--- src/rtl/jt12_slot_seq.sv ---
// Walks the 24 FM operator slots one step per clk_en and parks register writes until their slot comes round.
// All outputs come straight from flops or from a compare of flops; the write path holds one request at a time.
module jt12_slot_seq #(
  parameter int CH_AHEAD = 1
) (
  input  logic       clk,
  input  logic       rst_n,
  input  logic       clk_en,
  output logic [2:0] cur_ch,
  output logic [1:0] cur_op,
  output logic [4:0] slot,
  output logic       zero,
  output logic [2:0] ch_plus,
  input  logic       wr_req,
  input  logic [2:0] wr_ch,
  input  logic [1:0] wr_op,
  output logic       wr_busy,
  output logic       wr_hit,
  output logic       wr_done,
  output logic       wr_err
);

  localparam logic [3:0] AHEAD     = 4'(CH_AHEAD);
  localparam logic [2:0] AHEAD_RST = 3'(CH_AHEAD);

  typedef enum logic {
    IDLE = 1'b0,
    BUSY = 1'b1
  } wr_state_e;

  logic [2:0] cur_ch_q, cur_ch_d;
  logic [1:0] cur_op_q, cur_op_d;
  logic [4:0] slot_q, slot_d;
  logic       zero_q, zero_d;
  logic [2:0] ch_plus_q, ch_plus_d;
  logic [3:0] ch_sum;

  wr_state_e  state_q, state_d;
  logic [2:0] tgt_ch_q, tgt_ch_d;
  logic [1:0] tgt_op_q, tgt_op_d;
  logic       wr_done_q, wr_done_d;
  logic       wr_err_q, wr_err_d;
  logic       hit;

  always_comb begin
    cur_ch_d = cur_ch_q;
    cur_op_d = cur_op_q;
    slot_d   = slot_q;
    if (clk_en) begin
      if (cur_ch_q == 3'd5) begin
        cur_ch_d = 3'd0;
        cur_op_d = cur_op_q + 2'd1;
      end else begin
        cur_ch_d = cur_ch_q + 3'd1;
      end
      slot_d = (slot_q == 5'd23) ? 5'd0 : slot_q + 5'd1;
    end
    // Widen before adding so 5 + 5 cannot wrap before the mod-6 fold.
    ch_sum    = {1'b0, cur_ch_d} + AHEAD;
    ch_plus_d = (ch_sum >= 4'd6) ? 3'(ch_sum - 4'd6) : ch_sum[2:0];
    zero_d    = (slot_d == 5'd0);
  end

  assign hit = (state_q == BUSY) && (cur_ch_q == tgt_ch_q) && (cur_op_q == tgt_op_q);

  always_comb begin
    state_d   = state_q;
    tgt_ch_d  = tgt_ch_q;
    tgt_op_d  = tgt_op_q;
    wr_done_d = 1'b0;
    wr_err_d  = 1'b0;
    case (state_q)
      IDLE: begin
        if (wr_req) begin
          if (wr_ch <= 3'd5) begin
            tgt_ch_d = wr_ch;
            tgt_op_d = wr_op;
            state_d  = BUSY;
          end else begin
            wr_err_d = 1'b1;
          end
        end
      end
      BUSY: begin
        // Requests arriving while parked are ignored, including on the retire edge.
        if (clk_en && hit) begin
          state_d   = IDLE;
          wr_done_d = 1'b1;
        end
      end
      default: state_d = IDLE;
    endcase
  end

  always_ff @(posedge clk or negedge rst_n) begin
    if (!rst_n) begin
      cur_ch_q  <= 3'd0;
      cur_op_q  <= 2'd0;
      slot_q    <= 5'd0;
      zero_q    <= 1'b1;
      ch_plus_q <= AHEAD_RST;
      state_q   <= IDLE;
      tgt_ch_q  <= 3'd0;
      tgt_op_q  <= 2'd0;
      wr_done_q <= 1'b0;
      wr_err_q  <= 1'b0;
    end else begin
      cur_ch_q  <= cur_ch_d;
      cur_op_q  <= cur_op_d;
      slot_q    <= slot_d;
      zero_q    <= zero_d;
      ch_plus_q <= ch_plus_d;
      state_q   <= state_d;
      tgt_ch_q  <= tgt_ch_d;
      tgt_op_q  <= tgt_op_d;
      wr_done_q <= wr_done_d;
      wr_err_q  <= wr_err_d;
    end
  end

  assign cur_ch  = cur_ch_q;
  assign cur_op  = cur_op_q;
  assign slot    = slot_q;
  assign zero    = zero_q;
  assign ch_plus = ch_plus_q;
  assign wr_busy = (state_q == BUSY);
  assign wr_hit  = hit;
  assign wr_done = wr_done_q;
  assign wr_err  = wr_err_q;

endmodule

--- config.mk ---
export PLATFORM = sky130hd
export DESIGN_NAME = jt12_slot_seq
export DESIGN_NICKNAME = d
export VERILOG_FILES = /design/src/rtl/jt12_slot_seq.sv
export SDC_FILE = /design/constraint.sdc
export NUM_CORES = 1
export LEC_CHECK = 0
export BUFFER_PORTS_ARGS = -buffer_cell sky130_fd_sc_hd__buf_2
export CAP_MARGIN = 20
export CORE_ASPECT_RATIO = 0.9
export CORE_MARGIN = 8
export CORE_UTILIZATION = 30
export CTS_BUF_LIST = sky130_fd_sc_hd__clkbuf_2
export CTS_CLUSTER_DIAMETER = 100
export CTS_CLUSTER_SIZE = 8
export DETAILED_ROUTE_END_ITERATION = 16
export PLACE_DENSITY_LB_ADDON = 0.3
export SYNTH_ARGS = -nofsm -noshare
export SYNTH_HDL_FRONTEND = slang
export SYNTH_SLANG_ARGS = --single-unit
--- constraint.sdc ---
create_clock -name clk -period 2 [get_ports clk]
set_input_delay 0.4 -clock clk [delete_from_list [all_inputs] [get_ports clk]]
set_output_delay 0.4 -clock clk [all_outputs]
set_load 0.05 [all_outputs]
# Yosys cells after proc, flatten, opt, wreduce, memory -nomap -nowiden
# Cells that the tools add are included.
# W data, S select, Z words.
# op_classes
n_lt_le_gt_ge,2
n_eq_ne,4
bitwise_logic,1
n_reduce_logical,6
addsub,5
n_mux,14
# ops
operator,count
$mux W5,2
$mux W3,3
$mux W1,8
$add A5 B1 Y5 const B,1
$eq A5 B5 Y1 const B,1
$logic_not A5 Y1,1
$add A3 B1 Y4 const B,1
$ge A4 B3 Y1 const B,1
$add A3 B1 Y3 const B,1
$eq A3 B3 Y1,1
$eq A3 B3 Y1 const B,1
$le A3 B3 Y1 const B,1
$logic_and A1 B1 Y1,3
$reduce_and A3 Y1,1
$sub A3 B3 Y3 const B,1
$add A2 B1 Y2 const B,1
$eq A2 B2 Y1,1
$pmux W1 S2,1
$reduce_and A2 Y1,1
$not A1 Y1,1
# word_totals
wordCells,42
output_inout_bits,18
reg_bits,22
inputBits,9

# Longest topological paths before layout
# depth
word_depth,6
depth_mapped,7
ltp_nobuf,6

# Least setup slack after synthesis
# No wires, ideal clock.
# synth_path
path_type,register to register
from,reg cur_ch_q[0] (netlist: cur_ch[0])
to,reg ch_plus_q[1] (netlist: ch_plus[1])
t_arrival_ns,1.961
path_stages_with_launch,7
path_slack_ns,-0.062
synth_period_minus_slack_ns,2.062
path_buffers,0
required_ns,1.899
setup_ns,0.101
path_cell_list,dfrtp_1 -> nand2_1 -> mux2_1 -> ha_1 -> o21a_1 -> or2_4 -> o311ai_2
# synth_via
elab_chain_cells,6
elab_cells_between_ends,8
cone_classes,3 x add/sub; 1 x order compare; 1 x eq/ne; 3 x mux
# synth_rtl
item,line,rtl
start: declaration,31,"logic [2:0] cur_ch_q, cur_ch_d;"
start signal: assignment,108,cur_ch_q <= cur_ch_d;
$add A3 B1 Y3 / $eq A3 B3 Y1 (equally long branches),"54, 50",
$mux W3 *,50,if (cur_ch_q == 3'd5) begin
$mux W3 *,49,if (clk_en) begin
named net cur_ch_d[1],31,
$add A3 B1 Y4 *,59,"ch_sum = {1'b0, cur_ch_d} + AHEAD;"
$ge A4 B3 Y1 / $sub A3 B3 Y3 (equally long branches),60,ch_plus_d = (ch_sum >= 4'd6) ? 3'(ch_sum - 4'd6) : ch_sum[2:0];
$mux W3 *,60,
named net ch_plus_d[1],35,"logic [2:0] ch_plus_q, ch_plus_d;"
end signal: assignment,112,ch_plus_q <= ch_plus_d;
end: declaration,35,
# The timed path passes the listed nets; every way through them passes the cells marked *.
# A chain may end at the register's enable or synchronous reset.

# Worst setup path after layout
# layout_path
from,reg cur_op_q[1] (netlist: cur_op[1])
to,out wr_hit
# layout_via
elab_chain_cells,2
# layout_rtl
item,line,rtl
start: declaration,32,"logic [1:0] cur_op_q, cur_op_d;"
start signal: assignment,109,cur_op_q <= cur_op_d;
$eq A2 B2 Y1,64,assign hit = (state_q == BUSY) && (cur_ch_q == tgt_ch_q) && (cur_op_q == tgt_op_q);
$logic_and A1 B1 Y1,64,
end: declaration,18,"output logic wr_hit,"
# Every way passes these cells.

==> run_results.csv <==
group,metric,value,unit
sta,timing.final.ws_setup,0.0916,ns
die,core,3380,sq um
die,floorplan.die.height,72.3,um
synthesis,netlist.area_leader.share,47.3,%
worst_setup_path,worst_r2r_startpoint,"cur_ch[0]",
outcome,status,"complete, no violations",
placed_design,hpwlAfterDp,1700,um
sta,setup_violations,0,
sta,post-route-min-period,1.91,ns
die,floorplan.io_pins,27,
hold_path,holdCritStartpoint,"wr_op[0]",
synthesis,postSynth.topFlopCell,"sky130_fd_sc_hd__dfrtp_1",
die,design.die.area,5680,sq um
hold_path,min_delay_worst_endpoint,"tgt_op_q[0]",
synthesis,postSynthAreaPerCell,11.1,sq um
clock_network,clock_tree.htree_level_count,1,
hold_path,hold_path_class,"primary input to register",
finish,nNetsFinal,143,
finish,antenna-diode-count,0,
synthesis,count_of_flip_flops_with_a_built_in_enable_after_synthesis,0,
synthesis,synthAdderAreaFrac,3.55,%
global_route,antenna_found_initial,0,
clock_network,clock_sink_count,22,
global_route,grt_first_pass_wirelength,3680,um
sta,report.final.hold_viol_count,0,
placed_design,placed_cells,165,
placed_design,place.gp.congestion,0.725,
run,max_cap_violations,0,
sta,fin_skew,0.00998,ns
placed_design,port_bufs,26,
worst_setup_path,r2r_setup_slack,0.13,ns
synthesis,synth_area_leaders,"sky130_fd_sc_hd__dfrtp_1 47%, sky130_fd_sc_hd__xnor2_1 6.6%, sky130_fd_sc_hd__mux2_1 5.3%",
routing,ant_nets,0,
routing,wl,2220,um
synthesis,yosys.area_share.xor_xnor,9.11,%
finish,drive_gt1_share,41.5,%
synthesis,synth_seq_cells,22,
routing,dr.pass1.iters,4,
synthesis,synth-compound-area-share,5.92,%
worst_setup_path,crit_fanout,2,
sta,layout_worst_path_cycle_share,95.4,%
clock_network,worst_setup_hold_path_clk_slew,0.20,ns
clock_network,tritoncts,"done",
die,floorplan.rows,20,
sta,final-max-slew-violation-count,0,
routing,route.detailed.wl_per_inst,12.8,um
worst_setup_path,worstRegToRegCells,6,
die,die_x,78.6,um
synthesis,async_set_or_reset_flop_fraction_in_the_synthesized_netlist,100,%
routing,via_count,799,
synthesis,syn_nets,107,
worst_setup_path,critical_path.reg2reg.endpoint,"ch_plus[1]",
global_route,grt_start_max_net_pins,23,
clock_network,cts_root_buffer,"sky130_fd_sc_hd__clkbuf_2",
synthesis,synth-simple-area-share,19.2,%
worst_setup_path,cp-start-kind,"register",
synthesis,synth.area.mux_share,7.34,%
placed_design,pre_cts_ws,0.105,ns
global_route,overflow,0,
clock_network,worstSkewPairLatency,0.31,ns
sta,relSlewSlack,67.9,%
hold_path,worst_hold_path.num_cells,2,
finish,post_synthesis_to_final_layout_area_growth,28.4,%
worst_setup_path,cp_data_arrival_time,1.51,ns
global_route,number_of_global_route_vias_before_repair,828,
die,floorplan.initialDensity,31.3,%
finish,stdcell_count,174,
worst_setup_path,worstPathRequired,1.60,ns
clock_network,max-clock-path-buffers,2,
synthesis,synth_top_area_cell,"sky130_fd_sc_hd__dfrtp_1",
clock_network,tritoncts.num_buffers,3,
synthesis,yosys.cell_types.count,34,
sta,max_slew.worst_pin.slew,0.481,ns
routing,drc,0,
synthesis,synth_top_family_by_area,"simple AND/OR/NAND/NOR gates",
routing,initialDrtViolationCount,13,
global_route,global_route_usage_sum,8.00,%
worst_setup_path,nature_of_the_critical_path_endpoint,"output pin",
placed_design,post_dp_cell_area,1250,sq um
synthesis,synth.cell_area,1060,sq um
sta,achievable-frequency,0.524,GHz
finish,post-route-util,40.2,%
routing,route.detailed.vias_per_inst,4.59,
synthesis,yosysSeqAreaShare,52.3,%
finish,postLayoutCellArea,1360,sq um
worst_setup_path,setup_cp_type,"register to output pin",
synthesis,netlist_instances,95,
synthesis,yosysWarningCount,0,
per-layer routing:
layer | GRT usage, % | share of wire (%)
met1 | 8.64 | 42
met5 | 0 | 0
met2 | 14.2 | 50
met4 | 0.616 | 0.27
met3 | 4.07 | 7.7
cells by family after synthesis:
kind of cell,after synthesis
AO/OA/AOI/OAI,8
XOR/XNOR,11
adder cells (fa/ha/maj),3
buffers and inverters,6
flip-flops,22
multiplexers,7
AND/OR/NAND/NOR,38
worst max-delay path, stage by stage, from the launching register on:
cell and delay, ns:
sky130_fd_sc_hd__dfrtp_1 0.44, sky130_fd_sc_hd__xnor2_1 0.23, sky130_fd_sc_hd__nand3_2 0.12, sky130_fd_sc_hd__nor2_2 0.11, sky130_fd_sc_hd__and2_1 0.15, sky130_fd_sc_hd__buf_6 0.15
cells in the mapped netlist (all sizes together), types with 2 or more instances:
cell    number
buf          2
dfrtp       20
dfstp        2
ha           3
inv          4
mux2         6
nand2        7
nand2b       3
nand3        4
nand4        2
nor2        11
nor3         2
nor3b        2
o21ai        2
or2          3
xnor2        8
xor2         3
metrics by stage:
step / setup TNS [ns] / hold WS, ns
after floorplan: 0 / 0.104
after global placement: 0 / 0.394
after detailed placement: 0 / 0.398
after CTS: 0 / 0.00356
after global routing: -0.0243 / 0.247
final: 0 / 0.277
placed cells by master, fill, tap and decap left out, types with 2 or more instances in the layout:
| master | netlist | layout |
|---|---|---|
| sky130_fd_sc_hd__buf_2 | 1 | 25 |
| sky130_fd_sc_hd__dfrtp_1 | 20 | 17 |
| sky130_fd_sc_hd__nor2_1 | 11 | 10 |
| sky130_fd_sc_hd__nand2_1 | 7 | 7 |
| sky130_fd_sc_hd__buf_4 | 1 | 6 |
| sky130_fd_sc_hd__mux2_1 | 5 | 5 |
| sky130_fd_sc_hd__xnor2_1 | 8 | 4 |
| sky130_fd_sc_hd__inv_1 | 4 | 4 |
| sky130_fd_sc_hd__xnor2_2 | 0 | 4 |
| sky130_fd_sc_hd__clkbuf_2 | 0 | 4 |
| sky130_fd_sc_hd__xor2_1 | 3 | 3 |
| sky130_fd_sc_hd__nand3_1 | 4 | 3 |
| sky130_fd_sc_hd__nand2b_1 | 3 | 3 |
| sky130_fd_sc_hd__ha_1 | 3 | 3 |
| sky130_fd_sc_hd__dfrtp_2 | 0 | 3 |
| sky130_fd_sc_hd__nand4_1 | 2 | 2 |
| sky130_fd_sc_hd__dfstp_2 | 2 | 2 |
worst max-delay path by stage:
stage                    from          to  slack [ns]  cells after the start
global route        cur_op[1]      wr_hit       -0.02                      5
finish              cur_op[1]      wr_hit        0.09                      5
floorplan           cur_ch[1]  ch_plus[1]        0.02                      6
CTS                 cur_ch[0]      wr_hit      0.0006                      5
global placement       clk_en  ch_plus[1]        0.18                      7
detailed placement     clk_en  ch_plus[2]        0.10                      7
sequential cells by signal, summed over array words and instances (netlist names), 2 cells and up:
signal / count
cur_ch: 3
ch_plus: 3
tgt_ch_q: 3
cur_op: 2
slot: 5
tgt_op_q: 2
layout make-up:
cell class / instances / area (sq um)
Sequential cell: 22 / 557
Tap cell: 44 / 55.1
Multi-Input combinational cell: 67 / 519
Fill cell: 339 / 2020
Inverter: 4 / 15.0
Timing Repair Buffer: 33 / 191
Clock buffer: 4 / 20.0
timing repair:
action	in CTS	in global routing
gates resized for setup	4	7
hold endpoints to repair	0	11
pin swaps	0	3
hold buffers	0	1
endpoints found under the setup margin	1	2
setup buffers	2	2
Power is left out: the tool's default activity adds up to more than one toggle a clock period on the data nets, which glitch-free logic cannot reach.
